$ cat config.mk
export PLATFORM = sky130hd
export DESIGN_NAME = hdmi_audio_sample_scheduler
export DESIGN_NICKNAME = d
export VERILOG_FILES = /design/src/rtl/hdmi_audio_sample_scheduler.sv
export SDC_FILE = /design/constraint.sdc
export NUM_CORES = 1
export LEC_CHECK = 0
export ABC_CLOCK_PERIOD_IN_PS = 6090
export BUFFER_PORTS_ARGS = -buffer_cell sky130_fd_sc_hd__buf_2
export CAP_MARGIN = 10
export CORE_MARGIN = 3
export CORE_UTILIZATION = 35
export DETAILED_ROUTE_END_ITERATION = 8
export GPL_ROUTABILITY_DRIVEN = 0
export HOLD_SLACK_MARGIN = 0.02
export PLACE_DENSITY = 0.61
export SYNTH_ARGS = -nofsm -noshare
export SYNTH_HDL_FRONTEND = slang
export SYNTH_SLANG_ARGS = --single-unit
$ cat constraint.sdc
create_clock -name clk -period 6.09 [get_ports clk]
set_input_delay 0.3045 -clock clk [delete_from_list [all_inputs] [get_ports clk]]
set_output_delay 0.3045 -clock clk [all_outputs]
set_load 0.03 [all_outputs]
$ cat src/rtl/hdmi_audio_sample_scheduler.sv
`timescale 1ns/1ps
`default_nettype none
// +------------------------------------------------------------------------+
// | Module  : hdmi_audio_sample_scheduler                                  |
// | Brief   : Fractional-N audio sample strobe generator, stereo sample    |
// |           FIFO and burst grant logic for the HDMI audio packetizer.    |
// | Revision: 1.0 - initial release                                        |
// +------------------------------------------------------------------------+
module hdmi_audio_sample_scheduler #(
  parameter int FIFO_DEPTH = 8,
  parameter int ACC_W      = 24
) (
  input  logic                          clk,
  input  logic                          reset_n,
  input  logic                          enable,
  input  logic [ACC_W-1:0]              cfg_num,
  input  logic [ACC_W-1:0]              cfg_den,
  input  logic                          cfg_load,
  output logic                          cfg_err,
  output logic                          audio_sample,
  input  logic [15:0]                   in_l,
  input  logic [15:0]                   in_r,
  input  logic                          pkt_req,
  output logic                          pkt_grant,
  output logic [2:0]                    pkt_count,
  input  logic                          pop,
  output logic [15:0]                   head_l,
  output logic [15:0]                   head_r,
  output logic [$clog2(FIFO_DEPTH):0]   fifo_level,
  output logic                          overflow,
  input  logic                          clear_ovf
);

  localparam int                ADDR_W     = $clog2(FIFO_DEPTH);
  localparam logic [ADDR_W:0]   FULL_LEVEL = (ADDR_W+1)'(FIFO_DEPTH);

  typedef enum logic [0:0] {
    S_IDLE  = 1'b0,
    S_GRANT = 1'b1
  } state_t;

  // Active ratio, accumulator and strobe/capture delay line
  logic [ACC_W-1:0] num_q, den_q, acc_q, acc_d;
  logic [ACC_W:0]   w_sum;
  logic [ACC_W-1:0] w_wrap;
  logic             w_tick;
  logic             strobe_q, wr1_q, wr2_q;

  // FIFO storage and pointers (one extra bit to tell full from empty)
  logic [31:0]       mem_q [FIFO_DEPTH];
  logic [ADDR_W:0]   wptr_q, rptr_q;
  logic [ADDR_W-1:0] w_rnext_idx;
  logic [31:0]       w_wdata, head_q, head_d;
  logic              w_empty, w_full, w_push, w_pop;
  logic              ovf_q;

  // Burst FSM
  state_t   state_q, state_d;
  logic [2:0] count_q, count_d, pops_q, pops_d;

  assign cfg_err = (num_q == '0) || (num_q >= den_q);
  // acc < den guarantees the carry-free sum fits in ACC_W+1 bits; the wrapped
  // value is below den so the ACC_W-bit modular subtraction is exact.
  assign w_sum  = {1'b0, acc_q} + {1'b0, num_q};
  assign w_wrap = acc_q + num_q - den_q;

  // Accumulator next state and tick; a config load restarts the phase
  always_comb begin
    acc_d  = acc_q;
    w_tick = 1'b0;
    if (cfg_load) begin
      acc_d = '0;
    end else if (enable && !cfg_err) begin
      if (w_sum >= {1'b0, den_q}) begin
        acc_d  = w_wrap;
        w_tick = 1'b1;
      end else begin
        acc_d = w_sum[ACC_W-1:0];
      end
    end
  end

  // Ratio registers, accumulator and the strobe -> write-enable delay line
  always_ff @(posedge clk or negedge reset_n) begin
    if (!reset_n) begin
      num_q    <= '0;
      den_q    <= ACC_W'(1);
      acc_q    <= '0;
      strobe_q <= 1'b0;
      wr1_q    <= 1'b0;
      wr2_q    <= 1'b0;
    end else begin
      if (cfg_load) begin
        num_q <= cfg_num;
        den_q <= cfg_den;
      end
      acc_q    <= acc_d;
      strobe_q <= w_tick;
      wr1_q    <= strobe_q;
      wr2_q    <= wr1_q;
    end
  end

  assign audio_sample = strobe_q;

  assign fifo_level  = wptr_q - rptr_q;
  assign w_empty     = (fifo_level == '0);
  assign w_full      = (fifo_level == FULL_LEVEL);
  assign w_pop       = pop && (state_q == S_GRANT) && !w_empty;
  // A pop in the same cycle frees the slot a full FIFO would otherwise refuse
  assign w_push      = wr2_q && (!w_full || w_pop);
  assign w_wdata     = {in_l, in_r};
  assign w_rnext_idx = rptr_q[ADDR_W-1:0] + ADDR_W'(1);

  // Head register: reload on pop or on a push into an empty FIFO, else hold
  always_comb begin
    head_d = head_q;
    if (w_pop) begin
      if (fifo_level > (ADDR_W+1)'(1)) begin
        head_d = mem_q[w_rnext_idx];
      end else if (w_push) begin
        head_d = w_wdata;
      end
    end else if (w_push && w_empty) begin
      head_d = w_wdata;
    end
  end

  // Sample storage write port
  always_ff @(posedge clk) begin
    if (w_push) begin
      mem_q[wptr_q[ADDR_W-1:0]] <= w_wdata;
    end
  end

  // Pointers, head data and sticky overflow (a new drop beats clear_ovf)
  always_ff @(posedge clk or negedge reset_n) begin
    if (!reset_n) begin
      wptr_q <= '0;
      rptr_q <= '0;
      head_q <= '0;
      ovf_q  <= 1'b0;
    end else begin
      if (w_push) wptr_q <= wptr_q + (ADDR_W+1)'(1);
      if (w_pop)  rptr_q <= rptr_q + (ADDR_W+1)'(1);
      head_q <= head_d;
      if (wr2_q && !w_push) begin
        ovf_q <= 1'b1;
      end else if (clear_ovf) begin
        ovf_q <= 1'b0;
      end
    end
  end

  assign head_l   = head_q[31:16];
  assign head_r   = head_q[15:0];
  assign overflow = ovf_q;

  // Burst FSM next state: latch burst size on grant, count pops, abort on req drop
  always_comb begin
    state_d = state_q;
    count_d = count_q;
    pops_d  = pops_q;
    case (state_q)
      S_IDLE: begin
        if (pkt_req && !w_empty) begin
          state_d = S_GRANT;
          count_d = (fifo_level >= (ADDR_W+1)'(4)) ? 3'd4 : fifo_level[2:0];
          pops_d  = 3'd0;
        end
      end
      S_GRANT: begin
        if (w_pop) pops_d = pops_q + 3'd1;
        if ((pops_d == count_q) || !pkt_req) state_d = S_IDLE;
      end
      default: state_d = S_IDLE;
    endcase
  end

  // Burst FSM state register
  always_ff @(posedge clk or negedge reset_n) begin
    if (!reset_n) begin
      state_q <= S_IDLE;
      count_q <= 3'd0;
      pops_q  <= 3'd0;
    end else begin
      state_q <= state_d;
      count_q <= count_d;
      pops_q  <= pops_d;
    end
  end

  assign pkt_grant = (state_q == S_GRANT);
  assign pkt_count = count_q;

endmodule
`default_nettype wire

Yosys cells after proc, flatten, opt, wreduce, memory -nomap -nowiden

Memories as Yosys holds them, arrays and structs flattened.
Index checks and enable logic that the tools add are counted.

Equal/unequal tests: 4
Order comparisons: 4
Add/subtract/negate cells: 8
Reductions and logical operators: 22
Bitwise operators: 1
Multiplexer cells: 22

Operators by type and width:

| operator                                            | number |
|---|---|
| 2-to-1 mux 32 bit                                   | 4 |
| 2-to-1 mux 24 bit                                   | 3 |
| adder 24 x 24 -> 25 bit                             | 1 |
| >= comparator 25 x 24 -> 1 bit                      | 1 |
| adder 24 bit                                        | 1 |
| >= comparator 24 bit                                | 1 |
| zero test 24 bit                                    | 1 |
| subtractor 24 bit                                   | 1 |
| 2-to-1 mux 3 bit                                    | 4 |
| 2-to-1 mux 1 bit                                    | 9 |
| adder 4 x 1 -> 4 bit, second input constant         | 2 |
| logical AND 1 bit                                   | 7 |
| adder 3 x 1 -> 3 bit, second input constant         | 2 |
| case mux 3 bit (2 select lines)                     | 1 |
| nonzero test 2 bit                                  | 3 |
| zero test 1 bit                                     | 5 |
| equality test 4 bit, second input constant          | 1 |
| >= comparator 4 x 3 -> 1 bit, second input constant | 1 |
| > comparator 4 x 1 -> 1 bit, second input constant  | 1 |
| zero test 4 bit                                     | 1 |
| AND reduction 2 bit                                 | 2 |
| subtractor 4 bit                                    | 1 |
| equality test 3 bit                                 | 1 |
| logical OR 1 bit                                    | 3 |
| 4 further kinds                                     | 4 |

RAM bits: 256
Input bits: 87
Memories kept: 1
Bits in registers: 123
Output and inout bits: 43

Memories:

| name  | depth | width | read ports | clocked after Yosys merged registers in | wr ports | RTL line | text |
|---|---|---|---|---|---|---|---|
| mem_q | 8     | 32    | 1          | 0                                       | 1        | 50       | `logic [31:0] mem_q [FIFO_DEPTH];` |

Longest topological paths before layout

Gate-level depths: netlist of run 1.

Word-level depth: 10
Gate-level depth with buffers: 20

Least setup slack after synthesis of run 1

No wires, ideal clock.

Path type: reg-to-reg
Start: register wptr_q[0]
End: memory mem_q[1][0] (enable)
Cell stages (with the launch flop): 9
Arrival: 4.490 ns
Path slack: 1.139 ns
Buffers on the path: 0
Path through: dfrtp_1 > inv_1 > ha_1 > fa_1 > xnor2_1 > nor3_1 > nor2b_1 > nand2_1 > nor3_1

Longest elaborated chain between the ends: 8

RTL lines:

| element                                    | RTL line | text |
|---|---|---|
| start: declaration                         | 51       | `logic [ADDR_W:0] wptr_q, rptr_q;` |
| start signal: assignment                   | 144      | `if (w_push) wptr_q <= wptr_q + (ADDR_W+1)'(1);` |
| subtractor 4 bit (*)                       | 106      | `assign fifo_level = wptr_q - rptr_q;` |
| named net fifo_level[2]                    | 29       | `output logic [$clog2(FIFO_DEPTH):0] fifo_level,` |
| zero test 4 bit                            | 107      | `assign w_empty = (fifo_level == '0);` |
| zero test 1 bit                            | 109      | `assign w_pop = pop && (state_q == S_GRANT) && !w_empty;` |
| logical AND 1 bit                          | 109      |  |
| logical OR 1 bit (*)                       | 111      | `assign w_push = wr2_q && (!w_full \|\| w_pop);` |
| logical AND 1 bit (*)                      | 111      |  |
| 2-to-1 mux 1 bit (*)                       | 131      | `if (w_push) begin` |
| 2-to-1 mux 1 bit (implied by the code) (*) | 132      | `mem_q[wptr_q[ADDR_W-1:0]] <= w_wdata;` |
| end: declaration                           | 50       |  |

Mark *: on every way through the listed nets, which the timed path passes. The rest lies on a longest branch.

Final worst setup path of run 1

Start: register num_q[0]
End: register acc_q[21]

Longest elaborated chain between the ends: 5

RTL lines:

| element                                                        | RTL line | text |
|---|---|---|
| start: declaration                                             | 43       | `logic [ACC_W-1:0] num_q, den_q, acc_q, acc_d;` |
| start signal: assignment                                       | 94       | `num_q <= cfg_num;` |
| adder 24 bit (tied with other cells)                           | 65       | `assign w_wrap = acc_q + num_q - den_q;` |
| subtractor 24 bit (tied with other cells)                      | 65       |  |
| 2-to-1 mux 24 bit / zero test 1 bit (equally long branches)    | 74, 73   |  |
| 2-to-1 mux 24 bit / logical AND 1 bit (equally long branches)  | 73       | `end else if (enable && !cfg_err) begin` |
| 2-to-1 mux 24 bit / nonzero test 2 bit (equally long branches) | n/a      |  |
| end signal: assignment                                         | 88       | `acc_q <= '0;` |
| end signal: assignment                                         | 97       | `acc_q <= acc_d;` |
| end: declaration                                               | 43       |  |

Parallel ways exist; a longest one is shown, timed or not. The select of a mux whose other input is x is not followed.
A chain may end at the register's enable or synchronous reset.

==> results of run 1 <==
==> cell families after synthesis <==
| logic type | after synthesis | synth area share (%) |
|---|---|---|
| AO/OA/AOI/OAI | 332 | 11.2 |
| multiplexers | 115 | 10.2 |
| flip-flops | 379 | 56.1 |
| AND/OR/NAND/NOR | 317 | 7.39 |
| adder cells (fa/ha/maj) | 127 | 9.26 |
| buffers and inverters | 188 | 3.75 |
| XOR/XNOR | 46 | 2.10 |
==> power by group through the flow <==
| stage | combinational, mW | clock [mW] | sequential [mW] |
|---|---|---|---|
| floorplan | 3.42 | 0 | 3.50 |
| global placement | 4.72 | 0 | 3.38 |
| detailed placement | 4.78 | 0 | 3.40 |
| CTS | 4.85 | 2.64 | 3.35 |
| global route | 5.33 | 2.74 | 3.39 |
| finish | 4.80 | 2.55 | 3.34 |
==> layer usage <==
layer  share of wire [%]  GRT usage [%]
met1                  44           21.5
met2                  49           27.9
met3                 4.6           2.64
met4                 2.5           4.59
met5                   0              0
==> stage by stage <==
step / total power, mW / setup WS, ns / util (%)
2_1_floorplan: 6.91 / 1.14 / -
3_3_place_gp: 8.10 / 1.47 / 38.4
3_5_place_dp: 8.18 / 1.40 / 38.4
4_1_cts: 10.8 / 1.35 / 42.5
5_1_grt: 11.5 / 0.993 / 42.5
6_report: 10.7 / 1.31 / 42.5
==> cell type report <==
cell class                 instances  share of cell area (%)
sequential                       379                    46.9
multi-input combinational        937                    34.0
timing repair buffer             227                    6.93
clock buffer                      64                    5.34
tap                              696                    3.79
inverter                         136                    2.22
clock inverter                    17                   0.763
==> path summary, 6_finish.rpt <==
check                               from            to  slack [ns]
worst min register to register     wr1_q         wr2_q        0.37
worst max register to register  num_q[0]     acc_q[21]        1.31
worst min-delay path             in_l[0]  mem_q[6][16]        0.05
worst max-delay path            num_q[0]     acc_q[21]        1.31
max in group asynchronous        reset_n    head_q[25]        4.54
min in group asynchronous        reset_n     num_q[14]        0.28
==> state kept, by name, summed over array words and instances (netlist names), 3 cells and up <==
name and flops:
mem_q 256, head_q 32, acc_q 24, den_q 24, num_q 24, rptr_q 4
wptr_q 4, pkt_count 3, pops_q 3
==> cell usage in the layout (no fill, tap or decap), drive strengths merged, types with 4 or more instances in the layout <==
master and instances:
a211o 4, a211oi 22, a21o 30, a21oi 47, a22o 5, a311oi 8, a31oi 11, and2 6
and3 4, and4 4, buf 147, clkbuf 64, clkinv 13, dfrtp 122, dlygate4sd3 80, edfxtp 256
fa 25, ha 102, inv 138, mux2 5, mux2i 46, mux4 64, nand2 161, nand2b 11
nand3 23, nand4 12, nor2 57, nor2b 8, nor3 10, nor4 9, o211ai 7, o21a 6
o21ai 160, o21bai 5, or3 5, xnor2 26, xor2 20
==> qor.csv, run 1 <==
stage;metric;value;unit
clocking;postCtsResizedCells;0;
grt;overflow;0;
worst_setup_path;cpPeakStageDelay;0.52;ns
worst_setup_path;cp.depth;20;
detailed_routing;wl_per_cell;18.7;um
yosys;async_flop_share;32.5;%
cells_and_area;final_cell_count_no_fill;2456;
worst_setup_path;crit_chain;ha_1 > fa_1 > a211oi_2 > o21ai_2 > nand2_2 > o311ai_4 > o311ai_4 > nand3_1 > o311ai_0 > ha_1 > a21oi_1 > nor2b_1 > o21ai_0 > nand2b_1 > a21oi_1 > o211ai_1 > a211oi_2 > buf_4 > a31oi_1 > a221oi_1;
worst_setup_path;cp-end-kind;flop;
detailed_routing;via_count;12613;
timing;maxSlewHeadroom;39.7;%
worst_setup_path;crit_type;reg -> reg;
cells_and_area;n_fill_cell;4979;
timing;slew_viol_final;0;
clocking;post_cts_buffers;0;
cells_and_area;nets;1939;
power_and_ir_drop;power.clock.fraction;23.9;%
worst_setup_path;worstSetupStartpointType;flop;
detailed_routing;vias_per_cell;5.14;
power_and_ir_drop;peakVddDrop;0.000233;V
worst_setup_path;crit_family;compound AO/OA/AOI/OAI gates;
detailed_routing;wl;45.9;mm
power_and_ir_drop;seq_power_share;31.2;%
cells_and_area;design_area;0.0230;sq mm
timing;fin_skew;0.0379;ns
yosys;ys_types;73;
timing;max_freq;209;MHz
clocking;cts_htree_levels;2;
power_and_ir_drop;p_sw_share;39.3;%
yosys;synthTopCellsByArea;edfxtp_1 40%, dfrtp_1 16%, mux4_2 7.5%;
yosys;post_synth.cell_area_avg;12.8;sq um
placed_design;io_buffer_count;129;
min_path;hold_depth;1;
detailed_routing;first_pass_iters;5;
power_and_ir_drop;internal-power;6.49;mW
power_and_ir_drop;leakage;9.30;nW
cells_and_area;multi_input_area;0.00781;sq mm
yosys;synth_top_area_cell;edfxtp_1;
cells_and_area;final_layout_size_suffix_gt1_share;18.0;%
placed_design;dp_cells;2295;
yosys;yosys.area.top_type_share;40.1;%
clocking;cts_inserted_buffers;44;
detailed_routing;drt-initial-drc-count;720;
clocking;clock_latency;0.59;ns
timing;fin_tns_setup;0;ns
worst_setup_path;cpMaxStageDelayCell;a211oi_2;
grt;grt.total_usage;16.3;%
worst_setup_path;arrival;5.26;ns
grt;grt_pass1_wl;73.4;mm
clocking;hold_buffers;80;
floorplanning;num_rows;85;
yosys;mappedNetlistArea;0.0192;sq mm
min_path;hp-class;in -> reg;
worst_setup_path;required;6.57;ns
power_and_ir_drop;combPwrFrac;44.9;%
floorplanning;coreArea;0.0540;sq mm
timing;min_period_over_period;78.5;%
timing;hold_slack;0.0515;ns
grt;grt_pass1_vias;13136;
cells_and_area;synthToLayoutAreaGrowth;19.6;%
job;maxCapViolations;0;
grt;antenna_found_initial;0;
floorplanning;num_io_pins;130;
run_status;status;complete, no violations;
clocking;clock_path_buffers;3;
floorplanning;initial_core_util;35.5;%
cells_and_area;num_antenna_cells;0;
yosys;yosysMostFrequentCell;edfxtp_1;
yosys;ys_warn_count;0;
floorplanning;dieArea;0.0577;sq mm
yosys;synthCells;1504;
power_and_ir_drop;p_per_area;466;mW/mm^2
clocking;cts_tree;yes;
placed_design;post_dp_cell_area;0.0208;sq mm
worst_setup_path;crit_fanout;11;
cells_and_area;regArea;0.0108;sq mm
clocking;ctsRootBufferMaster;clkbuf_16;
timing;layout_min_cycle_time;4.78;ns
yosys;yosys-top-cells-count;256 x edfxtp_1, 160 x nand2_1, 155 x o21ai_0, 136 x inv_1, 122 x dfrtp_1;
timing;rsz0062_at_grt;no;
clocking;cts_sinks;379;
placed_design;dp_hpwl;29.8;mm
timing;worst_pin_slew;0.904;ns
detailed_routing;antenna_left;0;
detailed_routing;route.detailed.drc;0;
worst_setup_path;path_buf_inv;1;
yosys;synth_ff_type;edfxtp_1;
timing;setup_viol;0;
floorplanning;die_h;240;um
floorplanning;die_w;240;um
yosys;synth_edf_count;256;
yosys;synth-seq-area-share;56.1;%
timing;hold_violations;0;
yosys;synth-seq-cells;379;
power_and_ir_drop;p_sw;4.20;mW
yosys;synth_nets;1718;
worst_setup_path;ff2ff_path_depth;20;
grt;grt_max_degree;91;
clocking;cts.clk_slew.worst_paths;0.06;ns
No activity file was read; power rests on OpenSTA's default activity.
==> run 2, diff against run 1 <==
- ABC_AREA: unset -> 1
- ABC_CLOCK_PERIOD_IN_PS: 6090 -> 4800
- clock period: 6.09 -> 4.8 ns (I/O delays scaled with it)
==> run 2 against run 1 <==
Net effect:
- flip-flop and latch count is the same
- power grew 56%
- largest power group unchanged
- final area increased by 8.6%
- count of clock-buffer cells in the layout fell by 11
- critical path depth up 4
- first-iteration DRC count rose by 110%
- critical path type unchanged
==> qor.csv, run 2 <==
stage;metric;value;unit
detailed_routing;route.detailed.drc;0;
grt;grt.total_usage;19.2;%
clocking;cts_sinks;379;
yosys;post_synth.cell_area_avg;8.54;sq um
floorplanning;num_rows;89;
power_and_ir_drop;combPwrFrac;53.6;%
timing;fin_skew;0.0273;ns
timing;setup_viol;0;
power_and_ir_drop;p_sw;7.90;mW
min_path;hp-class;in -> reg;
clocking;post_cts_buffers;0;
yosys;ys_warn_count;0;
detailed_routing;wl;61.0;mm
worst_setup_path;crit_type;reg -> reg;
yosys;mappedNetlistArea;0.0210;sq mm
clocking;cts_inserted_buffers;44;
grt;antenna_found_initial;2;
floorplanning;die_w;251;um
floorplanning;initial_core_util;35.5;%
timing;min_period_over_period;89.6;%
placed_design;io_buffer_count;129;
grt;overflow;0;
min_path;hold_depth;4;
timing;layout_min_cycle_time;4.30;ns
timing;worst_pin_slew;1.25;ns
run_status;status;complete, no violations;
detailed_routing;wl_per_cell;17.6;um
power_and_ir_drop;peakVddDrop;0.000543;V
clocking;clock_latency;0.59;ns
grt;grt_pass1_vias;16681;
cells_and_area;synthToLayoutAreaGrowth;18.6;%
worst_setup_path;cp-end-kind;flop;
cells_and_area;layout_common_cells;858 x nand2_1, 330 x inv_1, 304 x nand3_1, 256 x edfxtp_1, 128 x buf_2;
cells_and_area;final_layout_size_suffix_gt1_share;9.64;%
cells_and_area;mostFrequentLayoutCell;nand2_1;
power_and_ir_drop;leakage;11.6;nW
detailed_routing;via_count;17267;
placed_design;dp_hpwl;39.9;mm
yosys;yosysMostFrequentCell;nand2_1;
power_and_ir_drop;p_sw_share;47.4;%
yosys;synth_top_area_cell;edfxtp_1;
min_path;min_from;cfg_load;
power_and_ir_drop;power.clock.fraction;21.1;%
floorplanning;num_io_pins;130;
worst_setup_path;arrival;4.80;ns
grt;grt_max_degree;96;
floorplanning;die_h;251;um
job;maxCapViolations;0;
clocking;cts_tree;yes;
clocking;clock_path_buffers;3;
power_and_ir_drop;internal-power;8.78;mW
timing;hold_violations;0;
worst_setup_path;worstSetupStartpointType;flop;
yosys;ys_types;38;
yosys;synth-seq-cells;379;
timing;fin_tns_setup;0;ns
power_and_ir_drop;p_per_area;669;mW/mm^2
detailed_routing;drt-initial-drc-count;1493;
worst_setup_path;crit_fanout;25;
timing;maxSlewHeadroom;17.0;%
timing;rsz0062_at_grt;no;
clocking;cts.clk_slew.worst_paths;0.06;ns
yosys;synthCells;2462;
timing;slew_viol_final;0;
worst_setup_path;rrSetupSlack;0.50;ns
yosys;yosys-top-cells-count;858 x nand2_1, 333 x inv_1, 304 x nand3_1, 256 x edfxtp_1, 122 x dfrtp_1;
yosys;synthTopCellsByArea;edfxtp_1 37%, nand2_1 15%, dfrtp_1 15%;
detailed_routing;antenna_left;0;
worst_setup_path;reg2reg_from;num_q[0];
worst_setup_path;ff2ff_path_depth;24;
power_and_ir_drop;finalPower;16.7;mW
cells_and_area;largest_reg_flops;256;
floorplanning;coreArea;0.0592;sq mm
floorplanning;dieArea;0.0630;sq mm
detailed_routing;first_pass_iters;8;
yosys;async_flop_share;32.5;%
yosys;synth_ff_type;edfxtp_1;
yosys;yosys.area.top_type_share;36.6;%
yosys;synth_nets;2676;
detailed_routing;vias_per_cell;4.97;
power_and_ir_drop;seq_power_share;25.3;%
grt;grt_pass1_wl;95.7;mm
timing;max_freq;233;MHz
clocking;ctsRootBufferMaster;clkbuf_16;
cells_and_area;nets;2877;
worst_setup_path;regToRegEndpoint;acc_q[23];
yosys;synth-seq-area-share;51.2;%
min_path;holdPathEnd;acc_q[13];
yosys;synth_edf_count;256;
worst_setup_path;required;5.30;ns
clocking;cts_htree_levels;2;
-- run 2: changes by cell type in the layout (fill, tap and decap cells not counted), moves of 46 or more --
cell | previous run | this run
mux4_2 | 64 | 0
mux2i_1 | 46 | 0
o21ai_0 | 155 | 87
nand3_1 | 23 | 304
nand2_1 | 160 | 858
inv_1 | 136 | 330
-- run 2: stage by stage --
stage	util, %	worst slack (ns)	hold WS [ns]	cells	instance area, sq um
3_3_place_gp	38.0	0.696	0.338	3304	22500
2_1_floorplan	-	1.14	-0.0556	2462	21000
4_1_cts	42.0	0.588	0.181	3470	24900
6_report	42.1	0.501	0.123	3473	24900
5_1_grt	42.1	0.243	0.109	3471	24900
3_5_place_dp	38.0	0.617	0.338	3304	22500
-- run 2: power groups by stage --
stage / logic [mW] / registers, mW / clock network, mW
global placement: 8.72 / 4.26 / 0
finish: 8.94 / 4.22 / 3.52
global route: 9.98 / 4.26 / 3.75
detailed placement: 8.80 / 4.28 / 0
CTS: 8.90 / 4.22 / 3.61
floorplan: 5.98 / 4.48 / 0
-- run 2: layer usage --
metal  share of wire [%]  GRT usage (%)
met5               0.011              0
met2                  45           30.3
met4                 3.2           6.80
met3                 6.6           3.02
met1                  45           26.9
-- run 2: layout make-up --
type | count | area [sq um]
fill | 5799 | 34300
sequential | 379 | 10800
multi-input combinational | 1662 | 8670
timing repair buffer | 242 | 1720
inverter | 334 | 1250
clock buffer | 53 | 1170
tap | 773 | 967
clock inverter | 28 | 362
antenna | 2 | 5.00
-- run 2: worst max-delay path: stages, from the launching register on --
cell     delay [ns]
dfrtp_1        0.40
ha_1           0.27
fa_1           0.42
nand2_1        0.08
inv_1          0.06
nand2_1        0.09
nand2_2        0.09
nand2_1        0.06
nand2_1        0.11
nand2_1        0.18
nand4_1        0.12
nand2_1        0.14
inv_1          0.06
ha_1           0.29
nand2_1        0.14
inv_1          0.10
nand2_1        0.07
nor3_1         0.06
nand2_1        0.07
nand3_1        0.12
nor2_4         0.48
nand3_4        0.41
nand2_1        0.18
nand3_1        0.09
nand2_1        0.09
-- run 2: cell families (layout without fill, tap and decap cells) --
family / Yosys count / count (layout) / share of synthesized area (%)
AO/OA/AOI/OAI: 177 / 177 / 4.40
flip-flops: 379 / 379 / 51.2
AND/OR/NAND/NOR: 1329 / 1329 / 26.9
buffers and inverters: 421 / 657 / 7.86
adder cells (fa/ha/maj): 127 / 127 / 8.45
other: 0 / 2 / 0
XOR/XNOR: 29 / 29 / 1.21
-- run 2: timing repair --
| item | in CTS | in global routing |
|---|---|---|
| hold buffers | 85 | 0 |
| gates resized for setup | 0 | 0 |
| hold endpoints to repair | 392 | 0 |
-- run 2: worst max path at each step --
| stage | endpoint | start | depth (start not counted) | slack [ns] |
|---|---|---|---|---|
| 2_1_floorplan | mem_q[7][0] | wptr_q[0] | 10 | 1.14 |
| 3_3_place_gp | acc_q[12] | num_q[0] | 24 | 0.70 |
| 3_5_place_dp | acc_q[11] | num_q[0] | 24 | 0.62 |
| 4_1_cts | acc_q[11] | num_q[0] | 24 | 0.59 |
| 5_1_grt | acc_q[23] | num_q[0] | 24 | 0.24 |
| 6_report | acc_q[23] | num_q[0] | 24 | 0.50 |
